<file path="config.mk">
export PLATFORM = sky130hd
export DESIGN_NAME = comparator_arbiter
export DESIGN_NICKNAME = d
export VERILOG_FILES = /design/src/rtl/cmp_arb_pkg.sv /design/src/rtl/rr_pick.sv /design/src/rtl/comparator_arbiter.sv
export SDC_FILE = /design/constraint.sdc
export NUM_CORES = 1
export LEC_CHECK = 0
export BUFFER_PORTS_ARGS = -buffer_cell sky130_fd_sc_hd__buf_4
export CAP_MARGIN = 20
export CORE_ASPECT_RATIO = 1.4
export CORE_UTILIZATION = 50
export CTS_BUF_LIST = sky130_fd_sc_hd__clkbuf_4
export CTS_CLUSTER_DIAMETER = 40
export DETAILED_ROUTE_END_ITERATION = 10
export GPL_TIMING_DRIVEN = 0
export HOLD_SLACK_MARGIN = 0.15
export PLACE_DENSITY_LB_ADDON = 0.15
export SLEW_MARGIN = 20
export SYNTH_ARGS = -nofsm -noshare
export SYNTH_HDL_FRONTEND = slang
export SYNTH_HIERARCHICAL = 1
export SYNTH_SLANG_ARGS = --single-unit
</file>
<file path="constraint.sdc">
create_clock -name clk -period 2.8 [get_ports clk]
set_input_delay 0.56 -clock clk [delete_from_list [all_inputs] [get_ports clk]]
set_output_delay 0.56 -clock clk [all_outputs]
set_load 0.02 [all_outputs]
</file>
<file path="src/rtl/cmp_arb_pkg.sv">
// cmp_arb_pkg: shared types and defaults for the comparator arbiter
package cmp_arb_pkg;
   typedef enum logic [1:0] {IDLE, CMP, HOLD} state_t;
   localparam int WIDTH_DEF  = 6;
   localparam int N_REQ_DEF  = 4;
   localparam int DIFF_CNT_W = 8;
endpackage

</file>
<file path="src/rtl/rr_pick.sv">
// rr_pick: combinational round-robin picker, searching upward from ptr+1 with wrap
module rr_pick #(
   parameter int N  = 4,
   parameter int IW = $clog2(N)
) (
   input  logic [N-1:0]  req,
   input  logic [IW-1:0] ptr,
   output logic [N-1:0]  gnt,
   output logic [IW-1:0] idx,
   output logic          any
);
   always_comb begin
      idx = '0;
      any = |req;
      // walk the search order backwards so the nearest valid requester wins last
      for (int k = N; k >= 1; k--)
         if (req[(int'(ptr) + k) % N]) idx = IW'((int'(ptr) + k) % N);
      gnt = any ? (N'(1) << idx) : '0;
   end
endmodule

</file>
<file path="src/rtl/comparator_arbiter.sv">
// comparator_arbiter: round-robin shared 6-bit inequality comparator with tagged,
// backpressured results and a saturating count of differing results
module comparator_arbiter
   import cmp_arb_pkg::*;
#(
   parameter int N_REQ = N_REQ_DEF,
   parameter int WIDTH = WIDTH_DEF
) (
   input  logic                     clk,
   input  logic                     rst_n,
   input  logic [N_REQ-1:0]         req_valid,
   output logic [N_REQ-1:0]         req_ready,
   input  logic [N_REQ*WIDTH-1:0]   req_a,
   input  logic [N_REQ*WIDTH-1:0]   req_b,
   output logic                     rsp_valid,
   input  logic                     rsp_ready,
   output logic [$clog2(N_REQ)-1:0] rsp_id,
   output logic                     rsp_diff,
   output logic                     busy,
   output logic [DIFF_CNT_W-1:0]    diff_count,
   input  logic                     count_clr
);
   localparam int IW = $clog2(N_REQ);
   state_t            state;
   logic [IW-1:0]     ptr;
   logic [IW-1:0]     win;
   logic [N_REQ-1:0]  gnt;
   logic              any;
   logic [WIDTH-1:0]  op_a;
   logic [WIDTH-1:0]  op_b;
   rr_pick #(.N(N_REQ), .IW(IW)) u_pick (
      .req (req_valid),
      .ptr (ptr),
      .gnt (gnt),
      .idx (win),
      .any (any)
   );
   // rst_n gating keeps req_ready low while reset is held even with requests pending
   assign req_ready = (state == IDLE && rst_n) ? gnt : '0;
   assign busy      = state != IDLE;
   always_ff @(posedge clk or negedge rst_n) begin
      if (!rst_n) begin
         state      <= IDLE;
         ptr        <= IW'(N_REQ - 1);
         op_a       <= '0;
         op_b       <= '0;
         rsp_valid  <= 1'b0;
         rsp_id     <= '0;
         rsp_diff   <= 1'b0;
         diff_count <= '0;
      end else begin
         case (state)
            IDLE: if (any) begin
               op_a   <= req_a[win*WIDTH +: WIDTH];
               op_b   <= req_b[win*WIDTH +: WIDTH];
               rsp_id <= win;
               ptr    <= win;
               state  <= CMP;
            end
            CMP: begin
               rsp_diff  <= |(op_a ^ op_b);
               rsp_valid <= 1'b1;
               state     <= HOLD;
            end
            HOLD: if (rsp_ready) begin
               rsp_valid <= 1'b0;
               state     <= IDLE;
            end
            default: state <= IDLE;
         endcase
         if (count_clr)
            diff_count <= '0;
         else if (state == HOLD && rsp_ready && rsp_diff && diff_count != '1)
            diff_count <= diff_count + DIFF_CNT_W'(1);
      end
   end
endmodule

</file>
==> impl_metrics.json <==
{
  "h-tree-depth": 1,
  "netlist_instances": 186,
  "maxCapViolCount": 0,
  "antenna_found_initial": 0,
  "critPathCaptureType": "output port",
  "grt_pass1_vias": 1601,
  "final_net_count": 318,
  "worst_pin_slew_ns": 0.5362,
  "mappedNetlistNets": 243,
  "n_antenna_cell": 0,
  "finalSetupTns_ns": 0,
  "ios": 73,
  "initial_utilization": 0.5284,
  "cts_resized": 0,
  "syn_to_final_growth_pct": 35.00,
  "hpwl_um": 3258,
  "ir_worst_vdd_mv": 0.5685,
  "cts_tree": "done",
  "finalSetupViolations": 0,
  "cp.arrival_ns": 1.79,
  "finalPower_w": 0.001967,
  "yosysWarnings": 6,
  "first_pass_iters": 4,
  "yosys_most_used_dff": "dfrtp_1",
  "cp.buffers_inverters": 3,
  "critical-path-max-stage-delay_ns": 0.52,
  "global_route.overflow_total": 0,
  "synthTopCellsByArea": "dfrtp_1, mux4_2, nand2_1",
  "path_cells": "dlygate4sd3_1, buf_4, and3_1, buf_4",
  "clock_latency_ns": 0.33,
  "crit_slowest_cell": "dlygate4sd3_1",
  "cp_max_fo": 32,
  "wl_met3_um": 183,
  "rsz0062_at_grt": "no",
  "numCtsBuffers": 3,
  "p_sw_w": 0.0007513,
  "cts_buffer_depth": 2,
  "synth-seq-cells": 28,
  "vias": 1626,
  "fin_worst_skew_ns": 0.01029,
  "synth-async-reset-ratio": 1.000,
  "fillers": 293,
  "path_common_cell": "buf_4",
  "wl_per_cell_um": 13.51,
  "root_buffer": "clkbuf_4",
  "portBuffers": 69,
  "finalMaxSlewViolations": 0,
  "power.share.clock": 0.132,
  "combPwrFrac": 0.523,
  "die_area_um2": 3851,
  "grt_pass1_wl_um": 6651,
  "avgSynthCellArea_um2": 9.687,
  "fin_crit_ns": 2.353,
  "drive_gt1_frac": 0.3962,
  "ant_nets": 0,
  "core-area_um2": 3410,
  "globalRouteTotalUtil": 0.2301,
  "p_leak_nw": 1.212,
  "dpl_worst_slack_ns": 0.3342,
  "seqPwrFrac": 0.346,
  "required_ns": 2.24,
  "top_layer_used": "met4",
  "drcViolationCount": 0,
  "grt_max_degree": 33,
  "synth_cell_types": 50,
  "wl_met2_um": 2180,
  "start_kind": "input port",
  "dp_cells": 295,
  "synthesis.area_um2": 1802,
  "ys_seq_area_frac": 0.3903,
  "wl_met1_um": 1641,
  "crit_family": "buffers and inverters",
  "fin_ws_ns": 0.4473,
  "yosys.area.top_type": "dfrtp_1",
  "hold_viol_final": 0,
  "synth_top_area_share": 0.3611,
  "intPower_w": 0.001215,
  "path_class": "in -> out",
  "synth-edff-count": 0,
  "fp.dieH_um": 73.03,
  "fp.dieW_um": 52.74,
  "fmax_mhz": 425.0,
  "rows": 25,
  "status": "completed",
  "wirelength_um": 4052,
  "clkSinkCount": 28,
  "clk_pin_slew_ns": 0.15,
  "swShare": 0.3820,
  "first_iter_violations": 25,
  "power_density_nw_per_um2": 808.5,
  "hp-class": "in -> reg",
  "viasPerCell": 5.420,
  "instances_no_fill": 300,
  "place_area_um2": 2370,
  "stdcell_area_um2": 2432,
  "fin_crit_sh": 0.8402,
  "maxSlewHeadroom": 0.6425,
  "place_congestion": 0.7742
}
-- Yosys cell counts (2+ instances only) --
cell	count
mux2i_1	2
a21oi_1	5
o21ai_1	2
o21bai_1	2
nor3_1	2
o21ai_0	4
nand2b_1	2
clkbuf_1	3
xor2_1	5
buf_2	2
and3_1	5
dfstp_2	2
o211ai_1	2
a211oi_1	2
nor2_1	12
nand3_1	3
dfrtp_1	26
mux4_2	12
o21a_1	2
xnor2_1	4
inv_1	5
nand2_1	52
buf_6	3
-- sequential cells by signal, indices dropped and copies added, names as in the netlist --
signal	cells
op_b	6
rsp_id	2
rsp_valid	1
ptr	2
op_a	6
state	2
diff_count	8
rsp_diff	1
-- stage by stage --
step / utilization / hold WS [ns]
4_1_cts: 0.7134 / 0.4399
3_3_place_gp: 0.6950 / 0.4436
6_report: 0.7134 / 0.4481
5_1_grt: 0.7134 / 0.4319
2_1_floorplan: - / 0.2644
3_5_place_dp: 0.6950 / 0.4540
-- cells in the final DEF, fill, tap and decap left out, types with 3 or more instances in the layout --
cell type,count
o21ai_0,4
and3_1,5
xor2_1,5
xnor2_1,4
clkbuf_4,3
clkbuf_1,3
dfrtp_1,26
nand2_1,52
buf_4,70
a21oi_1,5
nand3_1,3
buf_6,3
mux4_2,12
nor2_1,12
inv_1,5
-- final timing paths --
kind / from / end / slack, ns / cells past startpoint
setup / recovery: rst_n / req_ready[2] / 0.45 / 4
hold / removal: rsp_ready / state[1]$_DFFE_PN0P_ / 0.45 / 2
setup reg to reg: ptr[1]$_DFFE_PN1P_ / op_a[0]$_DFFE_PN0P_ / 0.49 / 7
hold reg to reg: ptr[0]$_DFFE_PN1P_ / ptr[0]$_DFFE_PN1P_ / 0.47 / 2
max in group asynchronous: rst_n / ptr[0]$_DFFE_PN1P_ / 1.81 / 2
min in group asynchronous: rst_n / rsp_valid$_DFFE_PN0P_ / 0.67 / 2
-- worst reg2reg max path, stage by stage (launching register included) --
cell,delay [ns]
dfstp_2,0.59
buf_6,0.15
a21oi_1,0.07
o221ai_1,0.44
buf_4,0.32
mux4_2,0.52
nand2_1,0.09
nand2_1,0.05
-- routing by layer --
layer | track usage | vias up
met5 | 0 | -
met4 | 0.06140 | 0
met3 | 0.02917 | 5
met2 | 0.4262 | 60
met1 | 0.2712 | 757
li1 | - | 804
-- cell families (layout without fill, tap and decap cells) --
| logic type | Yosys count | count (layout) | synth area share |
|---|---|---|---|
| buffers and inverters | 15 | 89 | 0.04722 |
| DFF | 28 | 28 | 0.3903 |
| adders and majority gates | 1 | 1 | 0.006943 |
| xor gates and xnor gates | 9 | 9 | 0.04375 |
| AOI/OAI and AO/OA | 29 | 29 | 0.1160 |
| muxes | 14 | 14 | 0.1611 |
| and+or+nand+nor | 90 | 90 | 0.2347 |
-- power by group through the flow --
stage,sequential (W),clock (W),combinational [W]
floorplan,0.000704,0,0.000723
global placement,0.000685,0,0.00101
detailed placement,0.000689,0,0.00103
CTS,0.000681,0.000265,0.00104
global route,0.000699,0.000280,0.00116
finish,0.000680,0.000259,0.00103
-- repair_timing --
action,4_1_cts,5_1_grt
setup buffers,0,0
endpoints found under the setup margin,0,0
hold buffers,1,0
endpoints found under the hold margin,26,0
-- area by class of cell --
class / count / area, µm² / share of cell area
Buffer: 9 / 62.56 / 0.02572
Clock inverter: 1 / 30.03 / 0.01235
Tap cell: 40 / 50.05 / 0.02058
Clock buffer: 3 / 22.52 / 0.009259
Sequential cell: 28 / 703.2 / 0.2891
Multi-Input combinational cell: 143 / 1013 / 0.4167
Timing Repair Buffer: 70 / 528.0 / 0.2171
Inverter: 6 / 22.52 / 0.009259
(Power assumes the default switching activity.)
